[src/rtl/shadow_reg_pkg.sv]
// Shared types for the shadowed configuration register: sequencer phase and
// an error bundle for aggregation at the register-file top.
package shadow_reg_pkg;

  typedef enum logic {
    IDLE   = 1'b0,
    STAGED = 1'b1
  } shadow_phase_e;

  typedef struct packed {
    logic update;
    logic storage;
  } shadow_err_t;

endpackage : shadow_reg_pkg

[src/rtl/shadow_reg_ctrl_if.sv]
// Register-bus side of a shadowed register: write/read strobes in,
// committed value, readback, phase and error flags out.
interface shadow_reg_ctrl_if #(
  parameter int DW = 5
);
  logic          we_i;
  logic [DW-1:0] wd_i;
  logic          re_i;
  logic [DW-1:0] q_o;
  logic [DW-1:0] qs_o;
  logic          phase_o;
  logic          err_update_o;
  logic          err_storage_o;

  modport master (
    output we_i, wd_i, re_i,
    input  q_o, qs_o, phase_o, err_update_o, err_storage_o
  );

  modport slave (
    input  we_i, wd_i, re_i,
    output q_o, qs_o, phase_o, err_update_o, err_storage_o
  );
endinterface : shadow_reg_ctrl_if

[src/rtl/shadow_reg_storage.sv]
// Committed value plus its bitwise-inverted shadow, loaded together on a
// single commit enable; mismatch_o flags any disagreement between the two.
module shadow_reg_storage #(
  parameter int            DW     = 5,
  parameter logic [DW-1:0] RESVAL = '0
) (
  input  logic          clk_i,
  input  logic          rst_ni,
  input  logic          commit_i,
  input  logic [DW-1:0] wd_i,
  output logic [DW-1:0] committed_o,
  output logic          mismatch_o
);

  logic [DW-1:0] committed_q;
  logic [DW-1:0] shadow_q;

  // NOTE: sequential state uses non-blocking assignments so every flop
  // samples pre-edge values regardless of process evaluation order.
  always_ff @(posedge clk_i or negedge rst_ni) begin
    if (!rst_ni) begin
      committed_q <= RESVAL;
      shadow_q    <= ~RESVAL;
    end else if (commit_i) begin
      committed_q <= wd_i;
      shadow_q    <= ~wd_i;
    end
  end

  assign committed_o = committed_q;
  assign mismatch_o  = (committed_q != ~shadow_q);

endmodule : shadow_reg_storage

[src/rtl/shadow_reg_ctrl.sv]
// Double-write sequencer for a shadowed configuration register: a value
// commits only when written twice in a row; update and storage errors flagged.
module shadow_reg_ctrl
  import shadow_reg_pkg::*;
#(
  parameter int            DW     = 5,
  parameter logic [DW-1:0] RESVAL = '0
) (
  input  logic             clk_i,
  input  logic             rst_ni,
  shadow_reg_ctrl_if.slave bus
);

  shadow_phase_e state_q, state_d;
  logic [DW-1:0] staged_q, staged_d;
  shadow_err_t   err_q, err_d;
  logic          commit;
  logic          mismatch;
  logic [DW-1:0] committed;

  shadow_reg_storage #(
    .DW     (DW),
    .RESVAL (RESVAL)
  ) u_storage (
    .clk_i       (clk_i),
    .rst_ni      (rst_ni),
    .commit_i    (commit),
    .wd_i        (bus.wd_i),
    .committed_o (committed),
    .mismatch_o  (mismatch)
  );

  // NOTE: every signal written here gets a default first, so no path
  // through the case leaves one unassigned and no latch is inferred.
  always_comb begin
    state_d        = state_q;
    staged_d       = staged_q;
    commit         = 1'b0;
    err_d.update   = 1'b0;
    err_d.storage  = err_q.storage | mismatch;

    unique case (state_q)
      IDLE: begin
        if (bus.we_i) begin
          staged_d = bus.wd_i;
          state_d  = STAGED;
        end
      end
      STAGED: begin
        // A write always wins over a simultaneous read.
        if (bus.we_i) begin
          if (bus.wd_i == staged_q) commit = 1'b1;
          else                      err_d.update = 1'b1;
          staged_d = '0;
          state_d  = IDLE;
        end else if (bus.re_i) begin
          staged_d = '0;
          state_d  = IDLE;
        end
      end
      default: state_d = IDLE;
    endcase
  end

  always_ff @(posedge clk_i or negedge rst_ni) begin
    if (!rst_ni) begin
      state_q  <= IDLE;
      staged_q <= '0;
      err_q    <= '0;
    end else begin
      state_q  <= state_d;
      staged_q <= staged_d;
      err_q    <= err_d;
    end
  end

  assign bus.q_o           = committed;
  assign bus.qs_o          = committed;
  assign bus.phase_o       = (state_q == STAGED);
  assign bus.err_update_o  = err_q.update;
  assign bus.err_storage_o = err_q.storage;

endmodule : shadow_reg_ctrl

[src/flat_wrapper.sv]
// flat-port wrapper written by rule: the top's interface ports become plain ports
module shadow_reg_ctrl_flat import shadow_reg_pkg::*;
#(
  parameter int            DW     = 5,
  parameter logic [DW-1:0] RESVAL = '0
)
  (clk_i, rst_ni, bus_we_i, bus_wd_i, bus_re_i, bus_q_o, bus_qs_o, bus_phase_o, bus_err_update_o, bus_err_storage_o);
  shadow_reg_ctrl_if #(.DW(DW)) bus_i ();
  input  logic clk_i;
  input  logic rst_ni;
  input wire logic [$bits(bus_i.we_i)-1:0] bus_we_i;
  input wire logic [$bits(bus_i.wd_i)-1:0] bus_wd_i;
  input wire logic [$bits(bus_i.re_i)-1:0] bus_re_i;
  output wire logic [$bits(bus_i.q_o)-1:0] bus_q_o;
  output wire logic [$bits(bus_i.qs_o)-1:0] bus_qs_o;
  output wire logic [$bits(bus_i.phase_o)-1:0] bus_phase_o;
  output wire logic [$bits(bus_i.err_update_o)-1:0] bus_err_update_o;
  output wire logic [$bits(bus_i.err_storage_o)-1:0] bus_err_storage_o;
  assign bus_i.we_i = bus_we_i;
  assign bus_i.wd_i = bus_wd_i;
  assign bus_i.re_i = bus_re_i;
  assign bus_q_o = bus_i.q_o;
  assign bus_qs_o = bus_i.qs_o;
  assign bus_phase_o = bus_i.phase_o;
  assign bus_err_update_o = bus_i.err_update_o;
  assign bus_err_storage_o = bus_i.err_storage_o;
  shadow_reg_ctrl #(.DW(DW), .RESVAL(RESVAL)) u_core (.clk_i(clk_i), .rst_ni(rst_ni), .bus(bus_i));
endmodule
[config.mk]
export PLATFORM = sky130hd
export DESIGN_NAME = shadow_reg_ctrl_flat
export DESIGN_NICKNAME = d
export VERILOG_FILES = /design/src/rtl/shadow_reg_pkg.sv /design/src/rtl/shadow_reg_ctrl_if.sv /design/src/rtl/shadow_reg_storage.sv /design/src/rtl/shadow_reg_ctrl.sv /design/src/flat_wrapper.sv
export SDC_FILE = /design/constraint.sdc
export NUM_CORES = 1
export LEC_CHECK = 0
export ABC_AREA = 1
export CAP_MARGIN = 25
export CORE_ASPECT_RATIO = 0.7
export CORE_MARGIN = 2
export CORE_UTILIZATION = 45
export CTS_CLUSTER_SIZE = 25
export DETAILED_ROUTE_END_ITERATION = 8
export GPL_ROUTABILITY_DRIVEN = 0
export PLACE_DENSITY = 0.75
export SYNTH_ARGS = -nofsm -noshare
export SYNTH_HDL_FRONTEND = slang
export SYNTH_HIERARCHICAL = 1
export SYNTH_SLANG_ARGS = --single-unit
[constraint.sdc]
create_clock -name clk_i -period 2.45 [get_ports clk_i]
set_clock_uncertainty 0.15 [all_clocks]
set_input_delay 0.49 -clock clk_i [delete_from_list [all_inputs] [get_ports clk_i]]
set_output_delay 0.49 -clock clk_i [all_outputs]
set_load 0.02 [all_outputs]
### Word-level counts from Yosys, hierarchy flattened

Cells that the tools add are included.

* flip-flop bits (word level): 18
* input port bits: 9
* output and inout bits: 13
* word-level logic and storage cells: 29

* equal/unequal tests: 4
* mux-type cells: 14
* bitwise operators: 4
* reduce and logical (&&, ||, !) cells: 1

Operators by type and width (number)
* $mux 5: 3
* $not 5->5: 2
* $pmux 5 s2: 1
* $mux 1: 9
* $eq 5x5->1: 1
* $ne 5x5->1: 1
* $ne 3x3->1 const B: 1
* $ne 2x2->1 const B: 1
* $pmux 1 s2: 1
* $reduce_and 2->1: 1
* $not 1->1: 1
* $or 1x1->1: 1

### Logic depth before layout (Yosys ltp)

Gate-level depths: netlist of the first run.

* depth in word-level cells: 4
* mapped depth: 9
* gate-level depth less buffers: 9

### By module

The synthesis of the first run kept the hierarchy.

Modules (own cells, without submodules)
* shadow_reg_ctrl: instances 1, cells each 64, area an instance 457.9 um^2, seq. area each 200.2 um^2
* shadow_reg_storage: instances 1, cells each 52, area an instance 447.9 um^2, seq. area each 256.5 um^2

### Worst setup path after synthesis of the first run

OpenSTA, ideal clock, no wires.

* path kind: input port to flip-flop
* start point: input port bus_wd_i[0]
* end point: register u_core.u_storage.shadow_q[3]
* setup time: 0.077 ns
* data arrival time: 1.205 ns
* required time: 2.223 ns
* setup slack: 1.017 ns
* stages: 9
* path buffers: 1
* cell sequence: inv_1 -> nand2_1 -> nand2_1 -> nor2_2 -> nand3_1 -> nor2_1 -> buf_4 -> nand2_1 -> o21a_1

* longest elaborated chain between the ends: 4

RTL lines
* start, declared: RTL line flat_wrapper.sv:12 `input wire logic [$bits(bus_i.wd_i)-1:0] bus_wd_i;`
* $eq 5x5->1: RTL line shadow_reg_ctrl.sv:52 `if (bus.wd_i == staged_q) commit = 1'b1;`
* $mux 1: RTL line shadow_reg_ctrl.sv:52
* $mux 1: RTL line shadow_reg_ctrl.sv:51 `if (bus.we_i) begin`
* $mux 1: RTL line shadow_reg_ctrl.sv:42 `unique case (state_q)`
* via u_core.commit: RTL line shadow_reg_ctrl.sv:17 `logic commit;`
* end signal, assigned: RTL line shadow_reg_storage.sv:23 `shadow_q <= ~RESVAL;`
* end signal, assigned: RTL line shadow_reg_storage.sv:26 `shadow_q <= ~wd_i;`
* end, declared: RTL line shadow_reg_storage.sv:16 `logic [DW-1:0] shadow_q;`

The timed path passes the listed nets, and every way through them passes these cells.
A chain may end at the register's enable or synchronous reset.

### Worst setup path after layout of the first run

* start point: register u_core.u_storage.committed_q[3] (netlist: u_core/u_storage/committed_o[3])
* end point: output port bus_q_o[3]

RTL lines
* start, declared: RTL line shadow_reg_storage.sv:15 `logic [DW-1:0] committed_q;`
* start signal, assigned: RTL line shadow_reg_storage.sv:25 `committed_q <= wd_i;`
* end, declared: RTL line flat_wrapper.sv:14 `output wire logic [$bits(bus_i.q_o)-1:0] bus_q_o;`

No word-level cell between the ends.

==> flow_metrics.py, run 1 <==
metrics = {
    "timing": {
        "finalSetupTns_ps": 0,
        "final-hold-violation-count": 0,
        "fin_crit_sh": 0.806,
        "rsz0062_at_grt": "false",
        "slew_headroom": 0.850,
        "worst_slew_pin_slew_ps": 224,
        "final.min_clock_period_ps": 1970,
        "slew_violations": 0,
        "setup_violations": 0,
        "hold_slack_ps": 347,
        "clock.fmax_mhz": 506,
    },
    "clock_tree": {
        "postCtsSetupBuffers": 0,
        "cts.sinks": 18,
        "cts.path.max_buffers": 2,
        "h-tree-depth": 1,
        "cts_buffers": 3,
        "cts.clk_slew.worst_paths_ps": 100,
        "cts_hold_buffers": 0,
        "root_buffer": "clkbuf_4",
        "clk_latency_ps": 300,
        "cts_tree": "done",
        "cts-resized-gates": 0,
    },
    "die": {
        "pin_count": 22,
        "placementRows": 13,
        "die_height_um": 41.5,
        "die-width_um": 57.6,
        "core_um2": 1870,
        "die_area_um2": 2390,
        "initial_utilization": 0.484,
    },
    "global_route": {
        "grt_pass1_wl_um": 3270,
        "track_usage": 0.182,
        "first_global_vias": 778,
        "antenna_found_initial": 0,
        "grt_max_degree": 19,
        "grt_overflow": 0,
    },
    "setup_path": {
        "timing.rr.end": "u_core/u_storage/shadow_q[2]$_DFFE_PN1P_",
        "reg2reg_setup_slack_ps": 970,
        "crit_path_end": "bus_q_o[3]",
        "critical_path_required_ps": 1810,
        "critPathSlowestCell": "clkdlybuf4s50_1",
        "path_buf_inv": 1,
        "worst_setup_path_start_kind": "flop",
        "path_delay_family": "buffers and inverters",
        "setup.worst_path.end_class": "output pin",
        "arrival_ps": 1330,
        "cp.depth": 1,
        "worstSetupPathType": "reg2out",
        "r2r_start": "u_core/staged_q[4]$_DFFE_PN0P_",
        "critPathLaunch": "u_core/u_storage/committed_o[3]$_DFFE_PN0P_",
        "reg2regPathDepth": 9,
        "cpPeakStageDelay_ps": 620,
        "crit_path_max_fanout": 4,
        "crit_chain": "clkdlybuf4s50_1",
    },
    "routing": {
        "wl_per_cell_um": 11.3,
        "drtIter0Drc": 32,
        "vias_per_cell": 4.94,
        "dr.pass1.iters": 4,
        "wirelength_um": 1800,
        "drcViolationCount": 0,
        "ant_nets": 0,
        "vias": 786,
    },
    "final_layout": {
        "syn2layout_area_growth_pct": 26.9,
        "layout.nets": 147,
        "layout-drive-gt1-share": 0.0949,
        "antenna-diode-count": 0,
        "fin_cells": 159,
        "seqCellArea_um2": 457,
        "final_area_um2": 1150,
        "final_common_cell": "nand2_1",
        "multi_input_area_um2": 325,
        "fill_cells": 169,
        "mostFrequentLayoutCells": "nand2_1 (40), clkdlybuf4s50_1 (21), inv_1 (21)",
    },
    "pwr": {
        "power.leakage_uw": 0.000586,
        "finalPower_uw": 1200,
        "power_density_nw_per_um2": 1040,
        "peakVddDrop_mv": 0.789,
    },
    "synthesis": {
        "synth_warnings": 6,
        "synth_area_um2": 906,
        "syn_nets": 125,
        "ys_types": 17,
        "ys_seq_area_frac": 0.504,
        "ys_ff_latch": 18,
        "avgSynthCellArea_um2": 7.81,
        "synthCells": 116,
    },
    "placed_design": {
        "placed_area_um2": 1110,
        "dp.final_hpwl_um": 1430,
        "port-buffer-count": 21,
        "placedCellCount": 155,
    },
    "hold_path": {
        "hold_path.class": "in2async",
    },
    "status": {
        "status": "finished, final reports clean",
    },
    "run": {
        "drv_cap": 0,
    },
}
## cell usage after synthesis
cell / instances / area [um^2]
dfstp_2: 5 / 131
o22ai_1: 5 / 31.3
xnor2_1: 1 / 8.76
nand3_1: 3 / 15.0
o21bai_1: 2 / 15.0
inv_1: 21 / 78.8
or2_2: 1 / 6.26
buf_4: 6 / 45.0
a21oi_1: 3 / 15.0
nand4_1: 1 / 6.26
nand2_1: 40 / 150
o21ai_0: 2 / 10.0
nor2_2: 1 / 6.26
xor2_1: 1 / 8.76
dfrtp_1: 13 / 325
nor2_1: 8 / 30.0
o21a_1: 3 / 22.5
## logic make-up after synthesis
kind of cell / share of synthesized area
and+or+nand+nor: 0.236
buffers and inverters: 0.137
DFF: 0.504
AOI/OAI and AO/OA: 0.104
xor gates and xnor gates: 0.0193
## flip-flops by register name, summed over array words and instances (netlist names)
name,count
u_core/u_storage/shadow_q,5
u_core/staged_q,5
u_core/u_storage/committed_o,5
u_core/bus.err_update_o,1
u_core/bus.err_storage_o,1
u_core/bus.phase_o,1
## how the worst min path moves through the flow
stage                                             endpoint  slack [ps]  cells past startpoint
2_1_floorplan           u_core/bus.err_storage_o$_DFF_PN0_          40                      0
3_3_place_gp            u_core/bus.err_storage_o$_DFF_PN0_         300                      1
3_5_place_dp            u_core/bus.err_storage_o$_DFF_PN0_         330                      1
4_1_cts        u_core/u_storage/committed_o[2]$_DFFE_PN0P_         340                      2
5_1_grt        u_core/u_storage/committed_o[2]$_DFFE_PN0P_         350                      2
6_report       u_core/u_storage/committed_o[2]$_DFFE_PN0P_         350                      2
## report_power, final
part	total, uW	leakage [uW]	switching (uW)	internal, uW
clock	180	0.0000210	89.4	90.7
combinational	521	0.000359	279	242
sequential	495	0.000206	75.3	420
total	1200	0.000586	444	753
## routing by layer
layer | share of wire | GRT usage | up-vias
met2 | 0.47 | 0.298 | 23
met5 | 0 | 0 | -
met1 | 0.45 | 0.216 | 362
met4 | 0.016 | 0.0698 | 0
li1 | - | - | 395
met3 | 0.057 | 0.0685 | 6
## per-stage QoR
stage / worst slack (ps) / util
3_5_place_dp: 257 / 0.595
2_1_floorplan: 1020 / -
3_3_place_gp: 306 / 0.595
4_1_cts: 453 / 0.615
5_1_grt: 408 / 0.615
6_report: 476 / 0.615
## layout make-up
type / count / share of cell area
multi-input cells: 71 / 0.283
flip-flops and latches: 18 / 0.397
clock buffers: 4 / 0.0316
inverters: 21 / 0.0686
repair buffers: 23 / 0.196
well taps: 22 / 0.0239
(Power assumes the default switching activity.)
==> run 2, diff against run 1 <==
--- a/config.mk
+++ b/config.mk
@@ -9,7 +9,7 @@
 export CAP_MARGIN = 25
 export CORE_ASPECT_RATIO = 0.7
 export CORE_MARGIN = 2
-export CORE_UTILIZATION = 45
+export CORE_UTILIZATION = 43
 export CTS_CLUSTER_SIZE = 25
 export DETAILED_ROUTE_END_ITERATION = 8
 export GPL_ROUTABILITY_DRIVEN = 0
==> constraint.sdc (replaced) <==
create_clock -name clk_i -period 1.75 [get_ports clk_i]
set_clock_uncertainty 0.15 [all_clocks]
set_input_delay 0.35 -clock clk_i [delete_from_list [all_inputs] [get_ports clk_i]]
set_output_delay 0.35 -clock clk_i [all_outputs]
set_load 0.02 [all_outputs]
==> flow_metrics.py, run 2 (synthesis results as in run 1) <==
metrics = {
    "status": {
        "status": "complete, but fails checks",
        "violations": "design-rule violations",
    },
    "routing": {
        "wl_per_cell_um": 11.1,
        "drcViolationCount": 3,
        "ant_nets": 0,
        "wirelength_um": 1850,
        "drtIter0Drc": 13,
        "vias_per_cell": 4.68,
        "vias": 781,
        "dr.pass1.iters": 6,
    },
    "global_route": {
        "antenna_found_initial": 0,
        "grt_overflow": 0,
        "grt_pass1_wl_um": 3010,
        "grt_max_degree": 19,
        "track_usage": 0.164,
        "first_global_vias": 695,
    },
    "clock_tree": {
        "root_buffer": "clkbuf_4",
        "h-tree-depth": 1,
        "cts_buffers": 3,
        "cts_tree": "done",
        "cts.path.max_buffers": 2,
        "postCtsSetupBuffers": 0,
        "clk_latency_ps": 290,
        "cts.sinks": 18,
        "cts.clk_slew.worst_paths_ps": 100,
    },
    "timing": {
        "fin_crit_sh": 0.972,
        "rsz0062_at_grt": "true",
        "hold_slack_ps": 239,
        "clock.fmax_mhz": 588,
        "setup_violations": 0,
        "slew_violations": 0,
        "slew_headroom": 0.842,
        "final.min_clock_period_ps": 1700,
        "worst_slew_pin_slew_ps": 237,
        "final-hold-violation-count": 0,
    },
    "die": {
        "die_area_um2": 2500,
        "die_height_um": 42.4,
        "placementRows": 13,
        "core_um2": 1920,
        "pin_count": 22,
        "die-width_um": 58.9,
        "initial_utilization": 0.472,
    },
    "setup_path": {
        "path_buf_inv": 3,
        "crit_path_max_fanout": 5,
        "cpMostUsedCell": "nand2_1",
        "setup.worst_path.end_class": "flop",
        "critPathSlowestCell": "clkdlybuf4s50_1",
        "worstSetupPathType": "in2reg",
        "cpPeakStageDelay_ps": 510,
        "critical_path_required_ps": 1820,
        "path_delay_family": "buffers and inverters",
        "arrival_ps": 1770,
        "crit_chain": "clkdlybuf4s50_1 > inv_1 > nand2_1 > nand2_1 > nor2_2 > nand3_1 > nor2_2 > buf_4 > nand2_1 > o21ai_0",
        "critPathLaunch": "bus_wd_i[0]",
        "worst_setup_path_start_kind": "input port",
        "r2r_start": "u_core/staged_q[0]$_DFFE_PN0P_",
    },
    "placed_design": {
        "dp.final_hpwl_um": 1390,
        "placedCellCount": 162,
        "port-buffer-count": 21,
        "placed_area_um2": 1170,
    },
    "pwr": {
        "power_density_nw_per_um2": 1340,
        "power.leakage_uw": 0.000643,
        "peakVddDrop_mv": 0.756,
    },
    "final_layout": {
        "layout.nets": 155,
        "layout-drive-gt1-share": 0.159,
        "syn2layout_area_growth_pct": 32.2,
        "final_common_cell": "nand2_1",
        "mostFrequentLayoutCells": "nand2_1 (40), inv_1 (20), dfrtp_1 (13)",
        "fin_cells": 167,
        "final_area_um2": 1200,
        "antenna-diode-count": 0,
    },
    "run": {
        "drv_cap": 0,
    },
    "hold_path": {
        "hold_path.class": "in2async",
    },
}
## run 2: cell count changes in the layout (fill, tap and decap cells not counted)
cell | previous run | this run
inv_1 | 21 | 20
dlymetal6s2s_1 | 0 | 1
nor2_1 | 8 | 7
inv_2 | 0 | 1
buf_4 | 2 | 9
clkdlybuf4s50_1 | 21 | 8
buf_2 | 0 | 1
dlygate4sd2_1 | 0 | 12
nor2_2 | 1 | 2
## run 2: cell type report
cell class | count | area, um^2
inverter | 21 | 78.8
timing repair buffer | 31 | 270
fill | 182 | 722
tap | 22 | 27.5
multi-input combinational | 71 | 328
sequential | 18 | 457
clock buffer | 4 | 36.3
## run 2: report_power, final
group	switching (uW)	leakage (uW)	total, uW	internal, uW
clock network	131	0.0000210	258	127
registers	96.3	0.000206	683	587
logic	389	0.000416	665	276
## run 2: routing by layer
metal,vias to the layer above,GRT usage,wire length (um)
li1,409,-,-
met3,2,0.0648,122
met5,-,0,0
met2,21,0.253,816
met1,349,0.219,900
met4,0,0.0273,7
## run 2: final timing paths
check                                                              end  cells past startpoint  slack (ps)
max in group asynchronous     u_core/u_storage/shadow_q[4]$_DFFE_PN1P_                      2         950
setup reg to reg           u_core/u_storage/committed_o[2]$_DFFE_PN0P_                      9         250
hold reg to reg                     u_core/bus.err_storage_o$_DFF_PN0_                      1         320
setup / recovery           u_core/u_storage/committed_o[2]$_DFFE_PN0P_                     10          50
hold / removal                            u_core/bus.phase_o$_DFF_PN0_                      2         240
min in group clk_i                  u_core/bus.err_storage_o$_DFF_PN0_                      1         320
## run 2: repair_timing
action | CTS | global route
hold buffers | 0 | 0
resized for setup | 12 | 4
setup endpoints to repair | 12 | 8
pin swaps | 0 | 0
gates cloned | 0 | 1
## run 2: stage by stage
stage	TNS [ps]	power [uW]	utilization	setup WS, ps
after floorplan	0	1170	-	411
after global placement	-1900	1420	0.608	-216
after detailed placement	-2000	1440	0.608	-222
after CTS	0	1630	0.619	18.1
after global routing	-242	1730	0.624	-54.9
final	0	1610	0.624	48.9
